--- config.mk ---
export PLATFORM = sky130hd
export DESIGN_NAME = gray_rx_mon
export DESIGN_NICKNAME = d
export VERILOG_FILES = /design/src/rtl/gray_rx_mon.sv
export SDC_FILE = /design/constraint.sdc
export NUM_CORES = 1
export LEC_CHECK = 0
export ABC_AREA = 1
export CORE_ASPECT_RATIO = 1.75
export CORE_MARGIN = 4
export CORE_UTILIZATION = 45
export CTS_BUF_LIST = sky130_fd_sc_hd__clkbuf_2 sky130_fd_sc_hd__clkbuf_4 sky130_fd_sc_hd__clkbuf_8
export DETAILED_ROUTE_END_ITERATION = 8
export GPL_TIMING_DRIVEN = 0
export PLACE_DENSITY = 0.7
export SLEW_MARGIN = 0
export SYNTH_ARGS = -nofsm -noshare
export SYNTH_HDL_FRONTEND = slang
export SYNTH_SLANG_ARGS = --single-unit
--- constraint.sdc ---
create_clock -name clk -period 3 [get_ports clk]
set_clock_uncertainty 0.05 [all_clocks]
set_input_delay 0.75 -clock clk [delete_from_list [all_inputs] [get_ports clk]]
set_output_delay 0.75 -clock clk [all_outputs]
set_load 0.05 [all_outputs]
--- src/rtl/gray_rx_mon.sv ---
// Gray-code receive monitor: captures an upstream Gray count, decodes it to binary and
// classifies each transition. Define GRAY_RX_SYNC_EN for a two-flop input synchronizer.
module gray_rx_mon #(
  parameter int W     = 3,
  parameter int LAP_W = 8,
  parameter int ERR_W = 4
) (
  input  logic             clk,
  input  logic             n_rst,
  input  logic [W-1:0]     gray_in,
  input  logic             clr,
  output logic [W-1:0]     bin_out,
  output logic             step,
  output logic             wrap,
  output logic [LAP_W-1:0] lap_cnt,
  output logic [ERR_W-1:0] err_cnt,
  output logic             fault,
  output logic [1:0]       dbg_state_o
);

  typedef enum logic [1:0] {
    IDLE  = 2'd0,
    TRACK = 2'd1,
    FAULT = 2'd2
  } state_t;

  localparam logic [W-1:0]     BIN_ONE = W'(1);
  localparam logic [LAP_W-1:0] LAP_ONE = LAP_W'(1);
  localparam logic [ERR_W-1:0] ERR_ONE = ERR_W'(1);

  function automatic logic [W-1:0] gray2bin(input logic [W-1:0] g);
    logic [W-1:0] b;
    b[W-1] = g[W-1];
    for (int i = W - 2; i >= 0; i--) begin
      b[i] = b[i+1] ^ g[i];
    end
    return b;
  endfunction

  logic [W-1:0] g_new_q;

`ifdef GRAY_RX_SYNC_EN
  logic [W-1:0] s1_q;

  always_ff @(posedge clk or negedge n_rst) begin
    if (!n_rst) begin
      s1_q    <= '0;
      g_new_q <= '0;
    end else begin
      s1_q    <= gray_in;
      g_new_q <= s1_q;
    end
  end
`else
  always_ff @(posedge clk or negedge n_rst) begin
    if (!n_rst) begin
      g_new_q <= '0;
    end else begin
      g_new_q <= gray_in;
    end
  end
`endif

  state_t           state_q, state_d;
  logic [W-1:0]     g_prev_q, g_prev_d;
  logic [W-1:0]     bin_q, bin_d;
  logic             step_q, step_d;
  logic             wrap_q, wrap_d;
  logic [LAP_W-1:0] lap_q, lap_d;
  logic [ERR_W-1:0] err_q, err_d;
  logic             fault_q, fault_d;

  logic [W-1:0]     new_bin;
  logic [W-1:0]     prev_bin;
  logic [W-1:0]     inc_bin;
  logic             is_hold;
  logic             is_step;
  logic [ERR_W-1:0] err_sat;

  assign new_bin  = gray2bin(g_new_q);
  assign prev_bin = gray2bin(g_prev_q);
  assign inc_bin  = prev_bin + BIN_ONE;
  assign is_hold  = (new_bin == prev_bin);
  assign is_step  = (new_bin == inc_bin);
  assign err_sat  = (err_q == '1) ? err_q : err_q + ERR_ONE;

  always_comb begin
    state_d  = state_q;
    g_prev_d = g_prev_q;
    bin_d    = bin_q;
    step_d   = 1'b0;
    wrap_d   = 1'b0;
    lap_d    = lap_q;
    err_d    = err_q;
    fault_d  = fault_q;
    // clr wins over classification; bin/g_prev are reloaded by the following IDLE cycle
    if (clr) begin
      state_d = IDLE;
      lap_d   = '0;
      err_d   = '0;
      fault_d = 1'b0;
    end else begin
      unique case (state_q)
        IDLE: begin
          g_prev_d = g_new_q;
          bin_d    = new_bin;
          state_d  = TRACK;
        end
        TRACK: begin
          if (!is_hold) begin
            g_prev_d = g_new_q;
            bin_d    = new_bin;
            if (is_step) begin
              step_d = 1'b1;
              if (new_bin == '0) begin
                wrap_d = 1'b1;
                lap_d  = lap_q + LAP_ONE;
              end
            end else begin
              err_d   = err_sat;
              fault_d = 1'b1;
              state_d = FAULT;
            end
          end
        end
        FAULT: begin
          // keep following the code so bin_out stays usable; only illegal moves count
          if (!is_hold) begin
            g_prev_d = g_new_q;
            bin_d    = new_bin;
            if (!is_step) begin
              err_d = err_sat;
            end
          end
        end
        default: begin
          state_d = IDLE;
        end
      endcase
    end
  end

  always_ff @(posedge clk or negedge n_rst) begin
    if (!n_rst) begin
      state_q  <= IDLE;
      g_prev_q <= '0;
      bin_q    <= '0;
      step_q   <= 1'b0;
      wrap_q   <= 1'b0;
      lap_q    <= '0;
      err_q    <= '0;
      fault_q  <= 1'b0;
    end else begin
      state_q  <= state_d;
      g_prev_q <= g_prev_d;
      bin_q    <= bin_d;
      step_q   <= step_d;
      wrap_q   <= wrap_d;
      lap_q    <= lap_d;
      err_q    <= err_d;
      fault_q  <= fault_d;
    end
  end

  assign bin_out     = bin_q;
  assign step        = step_q;
  assign wrap        = wrap_q;
  assign lap_cnt     = lap_q;
  assign err_cnt     = err_q;
  assign fault       = fault_q;
  assign dbg_state_o = state_q;

endmodule

==> impl_metrics.env <==
export IMPL_status="finished clean"
export IMPL_drive_above_1_share_pct=14.6
export IMPL_die_y_um=83.2
export IMPL_cts_sinks=25
export IMPL_synth_edf_count=0
export IMPL_fmax_mhz=418
export IMPL_core_area_um2=3140
export IMPL_cp_max_fo=5
export IMPL_instances_no_fill=255
export IMPL_path_class="flip-flop to output pin"
export IMPL_seq_power_share_pct=32.6
export IMPL_dr_pass1_iters=4
export IMPL_min_period_over_period_pct=79.8
export IMPL_post_place_ws_ps=559
export IMPL_gr_usage_all_layers_pct=15.8
export IMPL_port_buffer_count=25
export IMPL_cts_max_path_buffers=2
export IMPL_tns_ps=0
export IMPL_rsz0062_at_grt="no"
export IMPL_leakagePower_nw=0.874
export IMPL_period_needed_ps=2390
export IMPL_vias=1271
export IMPL_yosysSeqAreaShare_pct=43.0
export IMPL_yosysMostFrequentCell="nand2_1"
export IMPL_start_util_pct=46.3
export IMPL_cts_tree="yes"
export IMPL_slew_headroom_pct=26.7
export IMPL_synth_cell_area_um2=1450
export IMPL_wl_per_cell_um=12.1
export IMPL_irDropWorstVdd_uv=467
export IMPL_crit_arrival_ps=1590
export IMPL_clk_pin_slew_ps=80
export IMPL_combPwrFrac_pct=53.7
export IMPL_cap_violations=0
export IMPL_drc=0
export IMPL_rr_endpoint="lap_cnt[5]"
export IMPL_tightest_slew_ps=1100
export IMPL_diodes=0
export IMPL_synth_top_cell_by_area="dfrtp_1"
export IMPL_cts_resized=0
export IMPL_wl_um=3080
export IMPL_syn_mean_instance_area_um2=7.94
export IMPL_switching_share_pct=47.7
export IMPL_hold_path_startpoint="bin_out[1]"
export IMPL_syn_num_nets=196
export IMPL_r2r_cells=16
export IMPL_setup_worst_path_end_class="output pin"
export IMPL_cts_setup_buffers=0
export IMPL_drt_iter0_drc=29
export IMPL_die_w_um=51.0
export IMPL_async_flop_share_pct=100
export IMPL_ys_seq_elements=25
export IMPL_clk_latency_ps=270
export IMPL_synth_common_cells="48 x nand2_1, 25 x dfrtp_1, 24 x inv_1"
export IMPL_cts_hold_buf=0
export IMPL_final_hold_violation_count=0
export IMPL_synth_distinct_cells=23
export IMPL_finalSetupViolCount=0
export IMPL_hold_class="flip-flop to flip-flop"
export IMPL_grt_overflow=0
export IMPL_htreeDepth=1
export IMPL_worst_slack_ps=605
export IMPL_syn_inst=183
export IMPL_cts_buffers=3
export IMPL_power_switching_mw=0.713
export IMPL_antenna_found_initial=0
export IMPL_netlist_area_leader_share_pct=43.0
export IMPL_gp_congestion=0.800
export IMPL_cts_root_buffer="clkbuf_8"
export IMPL_grt_max_degree=26
export IMPL_p_per_area_nw_per_um2=826
export IMPL_hold_depth=2
export IMPL_yosysWarnings=0
export IMPL_holdPathEnd="bin_out[1]"
export IMPL_grt_pass1_wl_um=5260
export IMPL_final_nets=226
export IMPL_timing_rr_start="g_new_q[2]"
export IMPL_synthTopCellsByArea="dfrtp_1 43%, nand2_1 12%, inv_1 6.2%"
export IMPL_viasPerCell=4.98
export IMPL_die_area_um2=4240
export IMPL_grt_pass1_vias=1271
export IMPL_p_int_mw=0.780
export IMPL_pwr_share_clk_pct=13.7
export IMPL_reg2reg_slack_ps=910
export IMPL_rows=27
export IMPL_slew_violations=0
export IMPL_ant_nets=0
export IMPL_place_inst=251
export IMPL_start_kind="flip-flop"
export IMPL_cp_required_ps=2200
export IMPL_synth_ff_type="dfrtp_1"
export IMPL_io_pins=26
export IMPL_place_hpwl_um=2440
export IMPL_area_growth_pct=24.3
[sequential cells by signal, summed over array words and instances, names as in the netlist]
name / count
g_new_q: 3
step: 1
fault: 1
lap_cnt: 8
bin_out: 2
wrap: 1
g_prev_q: 3
err_cnt: 4
dbg_state_o: 2
[cells in the final DEF, fill, tap and decap left out]
cell | netlist | routed
dfrtp_1 | 25 | 25
nor2_2 | 2 | 2
nor3_1 | 1 | 1
nand2_1 | 48 | 48
nand4_4 | 1 | 1
nand2_4 | 1 | 1
clkbuf_8 | 0 | 3
xor2_1 | 2 | 2
or2_2 | 4 | 4
o21ai_0 | 13 | 13
buf_4 | 1 | 1
nand4_1 | 6 | 6
nand2_2 | 9 | 9
nor2_1 | 12 | 12
buf_6 | 2 | 2
inv_1 | 24 | 24
clkbuf_4 | 0 | 1
o21ai_1 | 1 | 1
o21ai_2 | 4 | 4
clkdlybuf4s50_1 | 0 | 25
nand3_2 | 1 | 1
ha_1 | 7 | 7
a31oi_1 | 1 | 1
a21oi_1 | 1 | 1
inv_2 | 2 | 2
nand3_1 | 15 | 15
[cell type report]
| type | count | area, um^2 |
|---|---|---|
| plain buffers | 3 | 30.0 |
| clock buffers | 4 | 48.8 |
| fillers | 296 | 1340 |
| inverters | 26 | 97.6 |
| multi-input cells | 129 | 701 |
| flip-flops and latches | 25 | 626 |
| well taps | 43 | 53.8 |
| repair buffers | 25 | 250 |
[cell families after synthesis]
family | after synthesis | synth area share (%)
simple gates | 100 | 33.0
buf+inv | 29 | 8.78
flops | 25 | 43.0
compound gates | 20 | 8.00
fa+ha+maj | 7 | 6.02
xor+xnor | 2 | 1.21
[power by group through the flow]
stage	sequential, mW	clock [mW]	combinational, mW
2_1_floorplan	0.658	0	0.411
3_3_place_gp	0.487	0	0.786
3_5_place_dp	0.494	0	0.805
4_1_cts	0.487	0.215	0.808
5_1_grt	0.503	0.231	0.877
6_report	0.487	0.205	0.801
[worst max-delay path, stage by stage (launching register included)]
cell and delay [ps]:
dfrtp_1 410, buf_4 130, clkdlybuf4s50_1 790
[worst max path at each step]
stage,depth (start not counted),slack [ps],end,from
floorplan,16,1090,lap_cnt[3],g_new_q[2]
global placement,7,570,lap_cnt[5],clr
detailed placement,7,560,lap_cnt[3],clr
CTS,2,590,bin_out[2],g_prev_q[2]
global route,2,540,bin_out[2],g_prev_q[2]
finish,2,610,bin_out[2],g_prev_q[2]
[stage by stage]
stage	power [mW]	hold slack (ps)	cell area (um^2)	util [%]
6_report	1.49	456	1810	57.5
5_1_grt	1.61	500	1810	57.5
4_1_cts	1.51	469	1810	57.5
3_5_place_dp	1.30	449	1760	56.0
3_3_place_gp	1.27	421	1760	56.0
2_1_floorplan	1.07	404	1450	-
[per-layer routing]
metal,vias to the layer above,GRT usage [%],wire [um],share of wire [%]
met5,-,0,0,0
met4,0,5.88,44,1.4
met3,4,1.97,110,3.6
met2,24,31.8,1810,59
met1,607,14.9,1120,36
li1,636,-,-,-
(Power assumes the default switching activity.)
